**config.mk**
```make
export PLATFORM = sky130hd
export DESIGN_NAME = boot_loader_flat
export DESIGN_NICKNAME = d
export VERILOG_FILES = /design/src/rtl/boot_pkg.sv /design/src/rtl/boot_loader_if.sv /design/src/rtl/boot_loader_uart_rx.sv /design/src/rtl/boot_loader.sv /design/src/flat_wrapper.sv
export SDC_FILE = /design/constraint.sdc
export NUM_CORES = 1
export LEC_CHECK = 0
export CAP_MARGIN = 20
export CORE_MARGIN = 2
export CORE_UTILIZATION = 40
export CTS_BUF_LIST = sky130_fd_sc_hd__clkbuf_4 sky130_fd_sc_hd__clkbuf_8
export DETAILED_ROUTE_END_ITERATION = 6
export DONT_BUFFER_PORTS = 1
export GPL_ROUTABILITY_DRIVEN = 0
export GPL_TIMING_DRIVEN = 0
export PLACE_DENSITY = 0.53
export SLEW_MARGIN = 30
export SYNTH_ARGS = -nofsm -noshare
export SYNTH_HDL_FRONTEND = slang
export SYNTH_HIERARCHICAL = 1
export SYNTH_SLANG_ARGS = --single-unit
```
**constraint.sdc**
```tcl
create_clock -name sysclk -period 3.5 [get_ports sysclk]
set_input_delay 0 -clock sysclk [delete_from_list [all_inputs] [get_ports sysclk]]
set_output_delay 0 -clock sysclk [all_outputs]
set_load 0.05 [all_outputs]
```
**src/rtl/boot_pkg.sv**
```systemverilog
// ---------------------------------------------------------------------------
// boot_pkg -- definitions shared by the UART boot loader and its receiver.
//   * loader state encoding (CHK exists only with BOOT_CHECKSUM_EN defined)
//   * UART receiver bit-FSM encoding
//   * CLKS_PER_BIT derivation and image-format constants
//   * checksum accumulate helper
// ---------------------------------------------------------------------------
package boot_pkg;

  typedef enum logic [2:0] {
    LEN0  = 3'd0,
    LEN1  = 3'd1,
    DATA  = 3'd2,
`ifdef BOOT_CHECKSUM_EN
    CHK   = 3'd3,
`endif
    DONE  = 3'd4,
    ERROR = 3'd5
  } boot_state_e;

  typedef enum logic [1:0] {
    RX_IDLE  = 2'd0,
    RX_START = 2'd1,
    RX_BITS  = 2'd2,
    RX_STOP  = 2'd3
  } rx_state_e;

  // Image layout: 2-byte word count, then 4 bytes per word.
  localparam int COUNT_BYTES    = 2;
  localparam int BYTES_PER_WORD = 4;

  function automatic int clks_per_bit(input int clk_freq, input int baud);
    return clk_freq / baud;
  endfunction

  // Running XOR checksum over the data bytes.
  function automatic logic [7:0] xor_acc(input logic [7:0] acc, input logic [7:0] b);
    return acc ^ b;
  endfunction

endpackage

```
**src/rtl/boot_loader_if.sv**
```systemverilog
// ---------------------------------------------------------------------------
// boot_loader_if -- instruction-memory write port.
//   imem_we    : one-cycle write strobe
//   imem_addr  : byte address of the word (multiple of 4)
//   imem_wdata : word being written
// master = loader (drives), slave = instruction memory (receives).
// ---------------------------------------------------------------------------
interface boot_loader_if #(
  parameter int PC_WIDTH  = 16,
  parameter int OP_LENGTH = 32
);
  logic                 imem_we;
  logic [PC_WIDTH-1:0]  imem_addr;
  logic [OP_LENGTH-1:0] imem_wdata;

  modport master (output imem_we, output imem_addr, output imem_wdata);
  modport slave  (input  imem_we, input  imem_addr, input  imem_wdata);
endinterface

```
**src/rtl/boot_loader_uart_rx.sv**
```systemverilog
// ---------------------------------------------------------------------------
// uart_rx -- 8N1 serial receiver, LSB first.
// Ports:
//   clk, rst_n    : clock, asynchronous active-low reset
//   rx            : serial line, idle high, asynchronous to clk
//   rx_data       : received byte, valid with rx_valid
//   rx_valid      : one-cycle pulse at the stop-bit centre (good stop bit)
//   rx_frame_err  : one-cycle pulse at the stop-bit centre (stop bit low)
// ---------------------------------------------------------------------------
module uart_rx
  import boot_pkg::*;
#(
  parameter int CLKS_PER_BIT = 100
) (
  input  logic       clk,
  input  logic       rst_n,
  input  logic       rx,
  output logic [7:0] rx_data,
  output logic       rx_valid,
  output logic       rx_frame_err
);

  localparam int CW = $clog2(CLKS_PER_BIT);
  localparam logic [CW-1:0] FULL_M1 = CW'(CLKS_PER_BIT - 1);
  localparam logic [CW-1:0] HALF_M1 = CW'(CLKS_PER_BIT / 2 - 1);

  logic [1:0]    sync_r;
  logic          prev_r;
  logic          rx_s;
  rx_state_e     state_r;
  logic [CW-1:0] cnt_r;
  logic [2:0]    bit_idx_r;
  logic [7:0]    shift_r;

  assign rx_s = sync_r[1];

  // Two-flop synchronizer plus a delayed copy for falling-edge detection.
  always_ff @(posedge clk or negedge rst_n) begin
    if (!rst_n) begin
      sync_r <= 2'b11;
      prev_r <= 1'b1;
    end else begin
      sync_r <= {sync_r[0], rx};
      prev_r <= rx_s;
    end
  end

  // Bit FSM: start detect, half-bit re-check, centre sampling, stop check.
  always_ff @(posedge clk or negedge rst_n) begin
    if (!rst_n) begin
      state_r      <= RX_IDLE;
      cnt_r        <= {CW{1'b0}};
      bit_idx_r    <= 3'd0;
      shift_r      <= 8'd0;
      rx_data      <= 8'd0;
      rx_valid     <= 1'b0;
      rx_frame_err <= 1'b0;
    end else begin
      rx_valid     <= 1'b0;
      rx_frame_err <= 1'b0;
      case (state_r)
        RX_IDLE: begin
          cnt_r <= {CW{1'b0}};
          if (prev_r && !rx_s) begin
            state_r <= RX_START;
          end
        end
        RX_START: begin
          if (cnt_r == HALF_M1) begin
            cnt_r     <= {CW{1'b0}};
            bit_idx_r <= 3'd0;
            // A line that is high again at half-bit was a glitch.
            state_r   <= rx_s ? RX_IDLE : RX_BITS;
          end else begin
            cnt_r <= cnt_r + {{(CW-1){1'b0}}, 1'b1};
          end
        end
        RX_BITS: begin
          if (cnt_r == FULL_M1) begin
            cnt_r     <= {CW{1'b0}};
            shift_r   <= {rx_s, shift_r[7:1]};
            bit_idx_r <= bit_idx_r + 3'd1;
            if (bit_idx_r == 3'd7) begin
              state_r <= RX_STOP;
            end
          end else begin
            cnt_r <= cnt_r + {{(CW-1){1'b0}}, 1'b1};
          end
        end
        RX_STOP: begin
          if (cnt_r == FULL_M1) begin
            cnt_r   <= {CW{1'b0}};
            state_r <= RX_IDLE;
            if (rx_s) begin
              rx_data  <= shift_r;
              rx_valid <= 1'b1;
            end else begin
              rx_frame_err <= 1'b1;
            end
          end else begin
            cnt_r <= cnt_r + {{(CW-1){1'b0}}, 1'b1};
          end
        end
        default: state_r <= RX_IDLE;
      endcase
    end
  end

endmodule

```
**src/rtl/boot_loader.sv**
```systemverilog
// ---------------------------------------------------------------------------
// boot_loader -- UART boot loader in front of the CPU. Receives a 16-bit LE
// word count N followed by N little-endian 32-bit words, writes them to
// instruction memory from address 0 upward, then releases the CPU.
// Optional feature macro: BOOT_CHECKSUM_EN -- expects one trailing byte equal
// to the XOR of all data bytes; a mismatch ends in ERROR.
// Ports:
//   sysclk   : system clock
//   rst      : asynchronous active-low reset
//   uart_rx  : serial input (8N1, idle high)
//   imem     : instruction-memory write port (boot_loader_if.master)
//   cpu_rst  : active-high CPU reset, low once the load has completed
//   busy     : load in progress
//   done     : image loaded, sticky
//   err      : load failed, sticky
// ---------------------------------------------------------------------------
module boot_loader
  import boot_pkg::*;
#(
  parameter int CLK_FREQ  = 100000000,
  parameter int BAUD      = 115200,
  parameter int OP_LENGTH = 32,
  parameter int PC_WIDTH  = 16
) (
  input  logic          sysclk,
  input  logic          rst,
  input  logic          uart_rx,
  boot_loader_if.master imem,
  output logic          cpu_rst,
  output logic          busy,
  output logic          done,
  output logic          err
);

  localparam int CPB = clks_per_bit(CLK_FREQ, BAUD);
  // Largest legal word count: fills the byte-address space exactly.
  localparam logic [16:0] MAX_WORDS = 17'd1 << (PC_WIDTH - 2);

  logic [7:0]  rx_data_s;
  logic        rx_valid_s;
  logic        rx_frame_err_s;
  logic [15:0] len_s;
  logic [15:0] word_next_s;

  boot_state_e state_r;
  logic [7:0]  len_lo_r;
  logic [15:0] n_words_r;
  logic [15:0] word_cnt_r;
  logic [1:0]  byte_idx_r;
`ifdef BOOT_CHECKSUM_EN
  logic [7:0]  xor_r;
`endif

  uart_rx #(.CLKS_PER_BIT(CPB)) u_rx (
    .clk          (sysclk),
    .rst_n        (rst),
    .rx           (uart_rx),
    .rx_data      (rx_data_s),
    .rx_valid     (rx_valid_s),
    .rx_frame_err (rx_frame_err_s)
  );

  assign len_s       = {rx_data_s, len_lo_r};
  assign word_next_s = word_cnt_r + 16'd1;

  // Loader FSM with byte assembly, address/word counters and registered outputs.
  always_ff @(posedge sysclk or negedge rst) begin
    if (!rst) begin
      state_r         <= LEN0;
      len_lo_r        <= 8'd0;
      n_words_r       <= 16'd0;
      word_cnt_r      <= 16'd0;
      byte_idx_r      <= 2'd0;
`ifdef BOOT_CHECKSUM_EN
      xor_r           <= 8'd0;
`endif
      imem.imem_we    <= 1'b0;
      imem.imem_addr  <= {PC_WIDTH{1'b0}};
      imem.imem_wdata <= {OP_LENGTH{1'b0}};
      cpu_rst         <= 1'b1;
      busy            <= 1'b0;
      done            <= 1'b0;
      err             <= 1'b0;
    end else begin
      imem.imem_we <= 1'b0;
      case (state_r)
        LEN0: begin
          if (rx_frame_err_s) begin
            state_r <= ERROR;
            err     <= 1'b1;
            busy    <= 1'b0;
          end else if (rx_valid_s) begin
            len_lo_r <= rx_data_s;
            busy     <= 1'b1;
            state_r  <= LEN1;
          end
        end
        LEN1: begin
          if (rx_frame_err_s) begin
            state_r <= ERROR;
            err     <= 1'b1;
            busy    <= 1'b0;
          end else if (rx_valid_s) begin
            n_words_r <= len_s;
            if (len_s == 16'd0) begin
`ifdef BOOT_CHECKSUM_EN
              state_r <= CHK;
`else
              state_r <= DONE;
              done    <= 1'b1;
              busy    <= 1'b0;
              cpu_rst <= 1'b0;
`endif
            end else if ({1'b0, len_s} > MAX_WORDS) begin
              state_r <= ERROR;
              err     <= 1'b1;
              busy    <= 1'b0;
            end else begin
              state_r <= DATA;
            end
          end
        end
        DATA: begin
          if (imem.imem_we) begin
            // Write cycle: advance counters. The address is not bumped past
            // the final word so that it never wraps.
            word_cnt_r <= word_next_s;
            if (word_next_s == n_words_r) begin
`ifdef BOOT_CHECKSUM_EN
              state_r <= CHK;
`else
              state_r <= DONE;
              done    <= 1'b1;
              busy    <= 1'b0;
              cpu_rst <= 1'b0;
`endif
            end else begin
              imem.imem_addr <= imem.imem_addr + PC_WIDTH'(4);
            end
          end else if (rx_frame_err_s) begin
            state_r <= ERROR;
            err     <= 1'b1;
            busy    <= 1'b0;
          end else if (rx_valid_s) begin
            imem.imem_wdata[{byte_idx_r, 3'b000} +: 8] <= rx_data_s;
`ifdef BOOT_CHECKSUM_EN
            xor_r <= xor_acc(xor_r, rx_data_s);
`endif
            byte_idx_r <= byte_idx_r + 2'd1;
            if (byte_idx_r == 2'(BYTES_PER_WORD - 1)) begin
              imem.imem_we <= 1'b1;
            end
          end
        end
`ifdef BOOT_CHECKSUM_EN
        CHK: begin
          if (rx_frame_err_s) begin
            state_r <= ERROR;
            err     <= 1'b1;
            busy    <= 1'b0;
          end else if (rx_valid_s) begin
            if (rx_data_s == xor_r) begin
              state_r <= DONE;
              done    <= 1'b1;
              busy    <= 1'b0;
              cpu_rst <= 1'b0;
            end else begin
              state_r <= ERROR;
              err     <= 1'b1;
              busy    <= 1'b0;
            end
          end
        end
`endif
        DONE: begin
          state_r <= DONE;
        end
        ERROR: begin
          state_r <= ERROR;
        end
        default: begin
          state_r <= ERROR;
          err     <= 1'b1;
          busy    <= 1'b0;
          cpu_rst <= 1'b1;
        end
      endcase
    end
  end

endmodule

```
**src/flat_wrapper.sv**
```systemverilog
// flat-port wrapper written by rule: the top's interface ports become plain ports
module boot_loader_flat import boot_pkg::*;
#(
  parameter int CLK_FREQ  = 100000000,
  parameter int BAUD      = 115200,
  parameter int OP_LENGTH = 32,
  parameter int PC_WIDTH  = 16
)
  (sysclk, rst, uart_rx, cpu_rst, busy, done, err, imem_imem_we, imem_imem_addr, imem_imem_wdata);
  boot_loader_if #(.PC_WIDTH(PC_WIDTH), .OP_LENGTH(OP_LENGTH)) imem_i ();
  input  logic sysclk;
  input  logic rst;
  input  logic uart_rx;
  output logic cpu_rst;
  output logic busy;
  output logic done;
  output logic err;
  output wire logic [$bits(imem_i.imem_we)-1:0] imem_imem_we;
  output wire logic [$bits(imem_i.imem_addr)-1:0] imem_imem_addr;
  output wire logic [$bits(imem_i.imem_wdata)-1:0] imem_imem_wdata;
  assign imem_imem_we = imem_i.imem_we;
  assign imem_imem_addr = imem_i.imem_addr;
  assign imem_imem_wdata = imem_i.imem_wdata;
  boot_loader #(.CLK_FREQ(CLK_FREQ), .BAUD(BAUD), .OP_LENGTH(OP_LENGTH), .PC_WIDTH(PC_WIDTH)) u_core (.sysclk(sysclk), .rst(rst), .uart_rx(uart_rx), .imem(imem_i), .cpu_rst(cpu_rst), .busy(busy), .done(done), .err(err));
endmodule
```
==> summary.md, run 1 <==
| Metric | Value |
|---|---|
| DR DRC count | 0 |
| Final non-filler cell total | 839 |
| Final Hold Vio Count | 0 |
| IO buf count | 0 |
| CTS Buffer Depth | 2 |
| Netlist Area Pre-Place | ~6200 µm² |
| WHS | ~100 ps |
| Final HPWL DP | 9080 µm |
| Crit path max-delay family | simple AND/OR/NAND/NOR gates |
| Pin slew with the least headroom to its limit | ~910 ps |
| Critical Path AT | 3220 ps |
| Worst Skew | ~10 ps |
| CTS buffer count | 17 |
| Vias/cell | around 5.2 |
| Flops & latches, synth | 132 |
| Tot GR Track Use | between 15 and 20% |
| Synth Instances | slightly below 600 |
| Die width | 129 µm |
| TNS Setup | 0 ps |
| Post-detailed-routing wire length | around 14000 µm |
| Setup crit end kind | flop |
| TritonCTS clock tree | built |
| I/O pin cnt | 56 |
| CP Buf/Inv Count | 2 |
| Htree depth | 4 |
| Yosys Warn Count | 6 |
| Max rail drop VDD | between 0.2 and 0.3 mV |
| Full die area | roughly 17000 µm² |
| CP required | between 3000 and 4000 ps |
| Placed cell count | 804 |
| Ys async rst share | 100% |
| Die height | between 100 and 150 µm |
| Critical Path Max Stage Delay | between 700 and 800 ps |
| Std-Cell Rows | 45 |
| Final Cycle Share | between 80% and 90% |
| Avg Cell Area, Syn | 10.6 µm² |
| Layout net count | roughly 630 |
| Most common cell after layout, fill and taps aside | dfrtp_1 |
| Synth Flop Type | dfrtp_1 |
| Area grow syn2layout | 11.8% |
| CP Class | flop to flop |
| Minimum clock period | slightly below 3000 ps |
| Initial core utilization | about two fifths |
| RSZ-0062 raised after global routing | no |
| Crit path launch type | flop |
| Synth top area cells | dfrtp_1 51%, mux2_2 7.2%, nand2_1 5.9% |
| Hold Crit Class | primary input to flop |
| WL per Instance | ~16 µm |
| Clock transition at the registers of the reported paths | 70 ps |
| Post-synth cell types | 61 |
| Detail Route Antenna Nets | 0 |
| Number of synthesized flops with an enable pin | 0 |
| Max-Cap Viols | 0 |
| P per Cell Area | 438 nW/µm² |
| First-pass GRT wire length | around 23000 µm |
| GRT Residual Overflow | 0 |
| Largest net degree at the start of global routing | between 100 and 150 |
| Leak pwr | 3.23 nW |
| Final Setup Violations | 0 |
| Post-synth top area share | between 50% and 60% |
| Max Clk Rate | 0.344 GHz |
| Clock sinks | approximately 130 |
| DRT Pass-1 Iters | 5 |
| Cell taking the most area after synthesis | dfrtp_1 |
| Setup Fix Bufs, Post-CTS | 0 |
| Initial antenna violation count | 0 |
| Cells along the critical path | clkbuf_1 -> nor3b_1 -> nor3b_1 -> nand2_1 -> clkbuf_1 -> nand2_1 -> o21ai_0 |
| Run status | completed |
| Slowest CP cell | nor3b_1 |
| Slew margin rel. | 39.1% |
| Clk_lat worst skew | approximately 440 ps |
| Core ar. | around 15000 µm² |
| 1st-iter DRT viols | between 300 and 400 |
| Vias in the first global route | 4285 |
| # diodes | 0 |
| Register area share after synthesis | between 50% and 60% |
| Share of layout cells above drive strength 1 | 15.9% |
| Commonest non-fill, non-tap cells in the layout | 128 x dfrtp_1, 98 x nand2_1, 45 x o21ai_0, 40 x mux2_2, 34 x nor2_1 |
| Final Util | 45.8% |
| Clk root buf | clkbuf_8 |
| Detailed-route via count | 4365 |
| Critical Path Fanout Max | 10 |
| Slew Limit Fails | 0 |
-- synth_stat cells (2+ instances only) --
cell        n
dfstp_2     4
buf_2       6
nor3_1     17
buf_4       3
a31oi_1     4
clkbuf_1   13
mux2_2     40
ha_1       11
a221o_1     2
inv_1      13
nand3_1    18
o22ai_1     3
dfrtp_1   128
nand4b_1    2
nand2b_1    5
xor2_1     29
o22a_1      3
nor4_1     11
nor3b_1     6
nand2_1    98
nor4_4      2
and3_1      3
a22o_1      2
or2_1       2
buf_6       2
o211ai_1    2
nor2_1     34
a21o_1      2
nand4_1    15
xnor2_1    26
and2_1      3
a21oi_1     6
and4_1      4
o21ai_0    45
mux2i_1     2
-- final cells by class --
type	instances	area [µm²]
clock inverter	8	98.8
sequential	132	3310
clock buffer	24	312
multi-input combinational	423	2780
buffer	25	128
tap	211	264
inverter	13	48.8
fill	1471	8270
timing repair buffer	3	47.5
-- per-layer routing --
| metal | part of all wire (%) | global-route usage, % | vias up | routed length (µm) |
|---|---|---|---|---|
| li1 | - | - | 2102 | - |
| met2 | 46 | 26.3 | 109 | 6280 |
| met3 | 5.0 | 5.78 | 23 | 686 |
| met1 | 48 | 24.2 | 2131 | 6540 |
| met4 | 1.8 | 5.95 | 0 | 245 |
| met5 | 0 | 0 | - | 0 |
-- final timing paths --
kind | from | endpoint | slack [ps] | depth (start not counted)
setup / recovery | u_core/state_r[2] | u_core/imem.imem_wdata[29] | 590 | 7
hold / removal | uart_rx | u_core/u_rx/sync_r[0] | 100 | 1
setup reg to reg | u_core/state_r[2] | u_core/imem.imem_wdata[29] | 590 | 7
hold reg to reg | u_core/u_rx/sync_r[0] | u_core/u_rx/sync_r[1] | 360 | 0
max in group asynchronous | rst | u_core/imem.imem_wdata[1] | 2730 | 2
min in group asynchronous | rst | u_core/len_lo_r[6] | 280 | 2
-- metrics by stage --
step,area (µm²),worst slack [ps],power (mW)
after floorplan,6250,897,1.73
after global placement,6520,577,1.75
after detailed placement,6530,589,1.75
after CTS,6980,570,3.11
after global routing,6990,304,3.20
final,6990,590,3.06
-- repair_timing --
action | CTS | global route
hold buffers | 3 | 0
resized for setup | 0 | 0
endpoints found under the hold margin | 133 | 0
-- logic make-up (layout without fill, tap and decap cells) --
family                   after synthesis  count (layout)  synth area share [%]
buffers and inverters                 38              73                  2.82
AND/OR/NAND/NOR                      234             234                  19.0
adder cells (fa/ha/maj)               12              12                  2.36
AO/OA/AOI/OAI                         77              77                  7.37
other                                  1               2                0.0600
XOR/XNOR                              55              55                  7.71
multiplexers                          43              43                  7.77
flip-flops                           132             132                  52.9
-- flip-flops by register name, indices dropped and copies added, names as in the netlist, named ones only --
register                  count
u_core/imem.imem_wdata       32
u_core/n_words_r             16
u_core/word_cnt_r            16
u_core/imem.imem_addr        14
u_core/u_rx/cnt_r            10
u_core/len_lo_r               8
u_core/u_rx/rx_data           8
u_core/u_rx/shift_r           8
u_core/state_r                3
u_core/u_rx/bit_idx_r         3
u_core/byte_idx_r             2
u_core/u_rx/sync_r            2
u_core/busy                   1
u_core/cpu_rst                1
u_core/done                   1
u_core/err                    1
u_core/imem.imem_we           1
u_core/u_rx/prev_r            1
u_core/u_rx/rx_frame_err      1
u_core/u_rx/rx_valid          1
u_core/u_rx/state_r           1
-- where the power goes --
part           total, mW  switching (mW)  internal [mW]
Clock               1.30           0.573          0.731
Sequential          1.62          0.0514           1.57
Combinational      0.140          0.0848         0.0554
Total               3.06           0.710           2.35
No activity file was read; power rests on OpenSTA's default activity.
==> run 2: changes to the inputs <==
--- a/config.mk
+++ b/config.mk
@@ -13,7 +13,7 @@
 export DONT_BUFFER_PORTS = 1
 export GPL_ROUTABILITY_DRIVEN = 0
 export GPL_TIMING_DRIVEN = 0
-export PLACE_DENSITY = 0.53
+export PLACE_DENSITY = 0.55
 export SLEW_MARGIN = 30
 export SYNTH_ARGS = -nofsm -noshare
 export SYNTH_HDL_FRONTEND = slang
==> constraint.sdc (replaced) <==
create_clock -name sysclk -period 2.4 [get_ports sysclk]
set_input_delay 0 -clock sysclk [delete_from_list [all_inputs] [get_ports sysclk]]
set_output_delay 0 -clock sysclk [all_outputs]
set_load 0.05 [all_outputs]
==> run 2 against run 1 <==
Against the previous run: the run now ends with hold timing, setup timing left; sequential power rose by 46%; die area unchanged; non-clock buffer count increased by 8; critical path type unchanged; global-route usage decreased by 0.37 points; cell count up 0.95%; first-iteration DRC count is 14% lower; combinational power up 11%; total power grew 54%; highest routed layer unchanged; clock power increased by 68%; clock-buffer cell count shrank 3.
==> summary.md, run 2 (synthesis gave the netlist of run 1 again) <==
| Metric | Value |
|---|---|
| Clk pwr share | 46.6% (was 42.6%) |
| Final Total Pwr | 4.71 mW (was 3.06 mW) |
| WL per Instance | 16.0 µm (was 16.4 µm) |
| NetSw | 1.03 mW (was 0.710 mW) |
| Area after DPL | 6530 µm² (about the same) |
| Max-Cap Viols | 0 (unchanged) |
| Most common cell after layout, fill and taps aside | dfrtp_1 (unchanged) |
| Switching part of the total | 21.8% (was 23.2%) |
| CTS buffer count | 17 (unchanged) |
| Crit path launch type | flop (unchanged) |
| I/O pin cnt | 56 (unchanged) |
| Seq pwr share | 50.1% (was 52.8%) |
| Initial core utilization | 41.0% (unchanged) |
| First-pass GRT wire length | 22200 µm (was 22500 µm) |
| Critical Path Max Stage Delay | 450 ps (was 790 ps) |
| Tot GR Track Use | 17.2% (was 17.6%) |
| Worst R2R Path Depth | 9 (was 7) |
| Final Cycle Share | 104% (was 83.1%) |
| Top flop regs | u_core/imem.imem_wdata x32, u_core/n_words_r x16, u_core/word_cnt_r x16 (unchanged) |
| Initial antenna violation count | 0 (unchanged) |
| RSZ-0062 raised after global routing | yes (was no) |
| Largest net degree at the start of global routing | 133 (unchanged) |
| Layout net count | 637 (was 629) |
| CTS Buffer Depth | 2 (unchanged) |
| 1st-iter DRT viols | 288 (was 334) |
| Grt met3 use | 5.65% (was 5.78%) |
| Crit path max-delay family | simple AND/OR/NAND/NOR gates (unchanged) |
| Max rail drop VDD | 0.643 mV (was 0.277 mV) |
| Critical Path AT | 2810 ps (was 3220 ps) |
| P per Cell Area | 651 nW/µm² (was 438 nW/µm²) |
| Max FFs per register | 32 (unchanged) |
| Final instance area | 7230 µm² (was 6990 µm²) |
| Max Clk Rate | 0.401 GHz (was 0.344 GHz) |
| Worst Skew | 15.5 ps (was 10.2 ps) |
| # diodes | 0 (unchanged) |
| Slew margin rel. | 40.4% (was 39.1%) |
| WHS | -742 ps (was 100 ps) |
| CP required | 2720 ps (was 3810 ps) |
| Vias in the first global route | 4274 (was 4285) |
| Critical Path Fanout Max | 4 (was 10) |
| IO buf count | 0 (unchanged) |
| CP Buf/Inv Count | 2 (unchanged) |
| Pin slew with the least headroom to its limit | 891 ps (was 912 ps) |
| Minimum clock period | 2490 ps (was 2910 ps) |
| Area grow syn2layout | 15.7% (was 11.8%) |
| GRT Residual Overflow | 0 (unchanged) |
| CP Depth | 9 (was 7) |
| Final Hold Vio Count | 132 (was 0) |
| Hold Crit Class | primary input to async pin (was primary input to flop) |
| Detailed-route via count | 4388 (was 4365) |
| Cells along the critical path | buf_4 -> and3_1 -> maj3_1 -> o22ai_1 -> nand4_1 -> nor4_4 -> buf_4 -> nor2_4 -> mux2_4 (was clkbuf_1 -> nor3b_1 -> nor3b_1 -> nand2_1 -> clkbuf_1 -> nand2_1 -> o21ai_0) |
| Clk_lat worst skew | 440 ps (about the same) |
| DRT Pass-1 Iters | 4 (was 5) |
| Full die area | 16600 µm² (unchanged) |
| GR peak layer | met2 (unchanged) |
| Leak pwr | 3.32 nW (was 3.23 nW) |
| Clock sinks | 132 (unchanged) |
| Vias/cell | 5.18 (was 5.20) |
| GR met1 Demand/Resource | 23.0% (was 24.2%) |
| Failing checks | hold timing, setup timing |
| Run status | finished, violations left (was completed) |
| Core ar. | 15300 µm² (unchanged) |
| DR DRC count | 0 (unchanged) |
| Htree depth | 4 (unchanged) |
| Comb pwr share | 3.3% (was 4.6%) |
| Worst setup margin | -93.4 ps (was 590 ps) |
| Std-Cell Rows | 45 (unchanged) |
| Clk root buf | clkbuf_8 (unchanged) |
| Share of layout cells above drive strength 1 | 20.1% (was 15.9%) |
| Post-detailed-routing wire length | 13600 µm (was 13800 µm) |
| Slowest CP cell | dfrtp_2 (was nor3b_1) |
| Die width | 129 µm (unchanged) |
| Cell mode on critical path | buf_4 |
| Final Setup Violations | 17 (was 0) |
| Detail Route Antenna Nets | 0 (unchanged) |
| Most flop-heavy register | u_core/imem.imem_wdata (unchanged) |
| Hold buffers post-CTS | 1 (was 3) |
| Cell internal pwr | 3.68 mW (was 2.35 mW) |
| Met2 usage | 27.1% (was 26.3%) |
| Commonest non-fill, non-tap cells in the layout | 126 x dfrtp_1, 98 x nand2_1, 45 x o21ai_0, 40 x mux2_2, 33 x nor2_1 (was 128 x dfrtp_1, 98 x nand2_1, 45 x o21ai_0, 40 x mux2_2, 34 x nor2_1) |
| Final HPWL DP | 9160 µm (was 9080 µm) |
| TritonCTS clock tree | built (unchanged) |
| Pre-CTS WS | -435 ps (was 589 ps) |
| Clock transition at the registers of the reported paths | 80 ps (was 70 ps) |
| Slew Limit Fails | 0 (unchanged) |
| Worst R2R Setup Slack | -90 ps (was 590 ps) |
| Setup crit end kind | flop (unchanged) |
| CP Class | flop to flop (unchanged) |
| Die height | 129 µm (unchanged) |
| Fillers | 1431 (was 1471) |
-- run 2: final timing paths --
kind / end / from
worst max-delay path: u_core/imem.imem_addr[3] / u_core/word_cnt_r[0]
worst min-delay path: u_core/state_r[0] / rst
worst max register to register: u_core/imem.imem_addr[3] / u_core/word_cnt_r[0]
worst min register to register: u_core/u_rx/sync_r[1] / u_core/u_rx/sync_r[0]
max in group asynchronous: u_core/u_rx/sync_r[0] / rst
min in group sysclk: u_core/u_rx/sync_r[0] / uart_rx
-- run 2: cell type report --
cell class                 instances  area, µm²  share of cell area, %
tap                              211        264                   3.65
buffer                            23        114                   1.57
timing repair buffer              13        124                   1.71
multi-input combinational        423       2890                   40.0
clock buffer                      21        277                   3.82
inverter                          13       48.8                  0.675
sequential                       132       3310                   45.8
clock inverter                    11        200                   2.77
-- run 2: metrics by stage --
stage	hold WS (ps)	TNS [ps]	utilization, %	instances
after global routing	-795	-3980	47.4	847
after global placement	-288	-16620	42.8	804
after floorplan	-296	0	-	593
after detailed placement	-287	-17940	42.8	804
after CTS	-784	-3620	46.6	842
final	-742	-912	47.4	847
-- run 2: timing repair --
action	4_1_cts	5_1_grt
pin swaps	3	3
endpoints found under the setup margin	56	71
setup buffers	6	5
resized for setup	11	15
endpoints found under the hold margin	133	132
gates cloned	0	1
-- run 2: layer usage --
layer,share of wire (%),routed length [µm]
met1,47,6310
met2,48,6490
met3,5.1,689
met4,0.46,63
met5,0,0
-- run 2: worst register-to-register path, cell delays in order, from the launching register on --
cell	delay, ps
dfrtp_2	450
buf_4	140
and3_1	210
maj3_1	360
o22ai_1	180
nand4_1	220
nor4_4	280
buf_4	190
nor2_4	40
mux2_4	300
-- run 2: power groups by stage --
stage	logic, mW	registers (mW)	clock network (mW)
2_1_floorplan	0.136	2.38	0
3_3_place_gp	0.152	2.40	0
3_5_place_dp	0.157	2.40	0
4_1_cts	0.159	2.36	2.26
5_1_grt	0.179	2.37	2.38
6_report	0.156	2.36	2.19
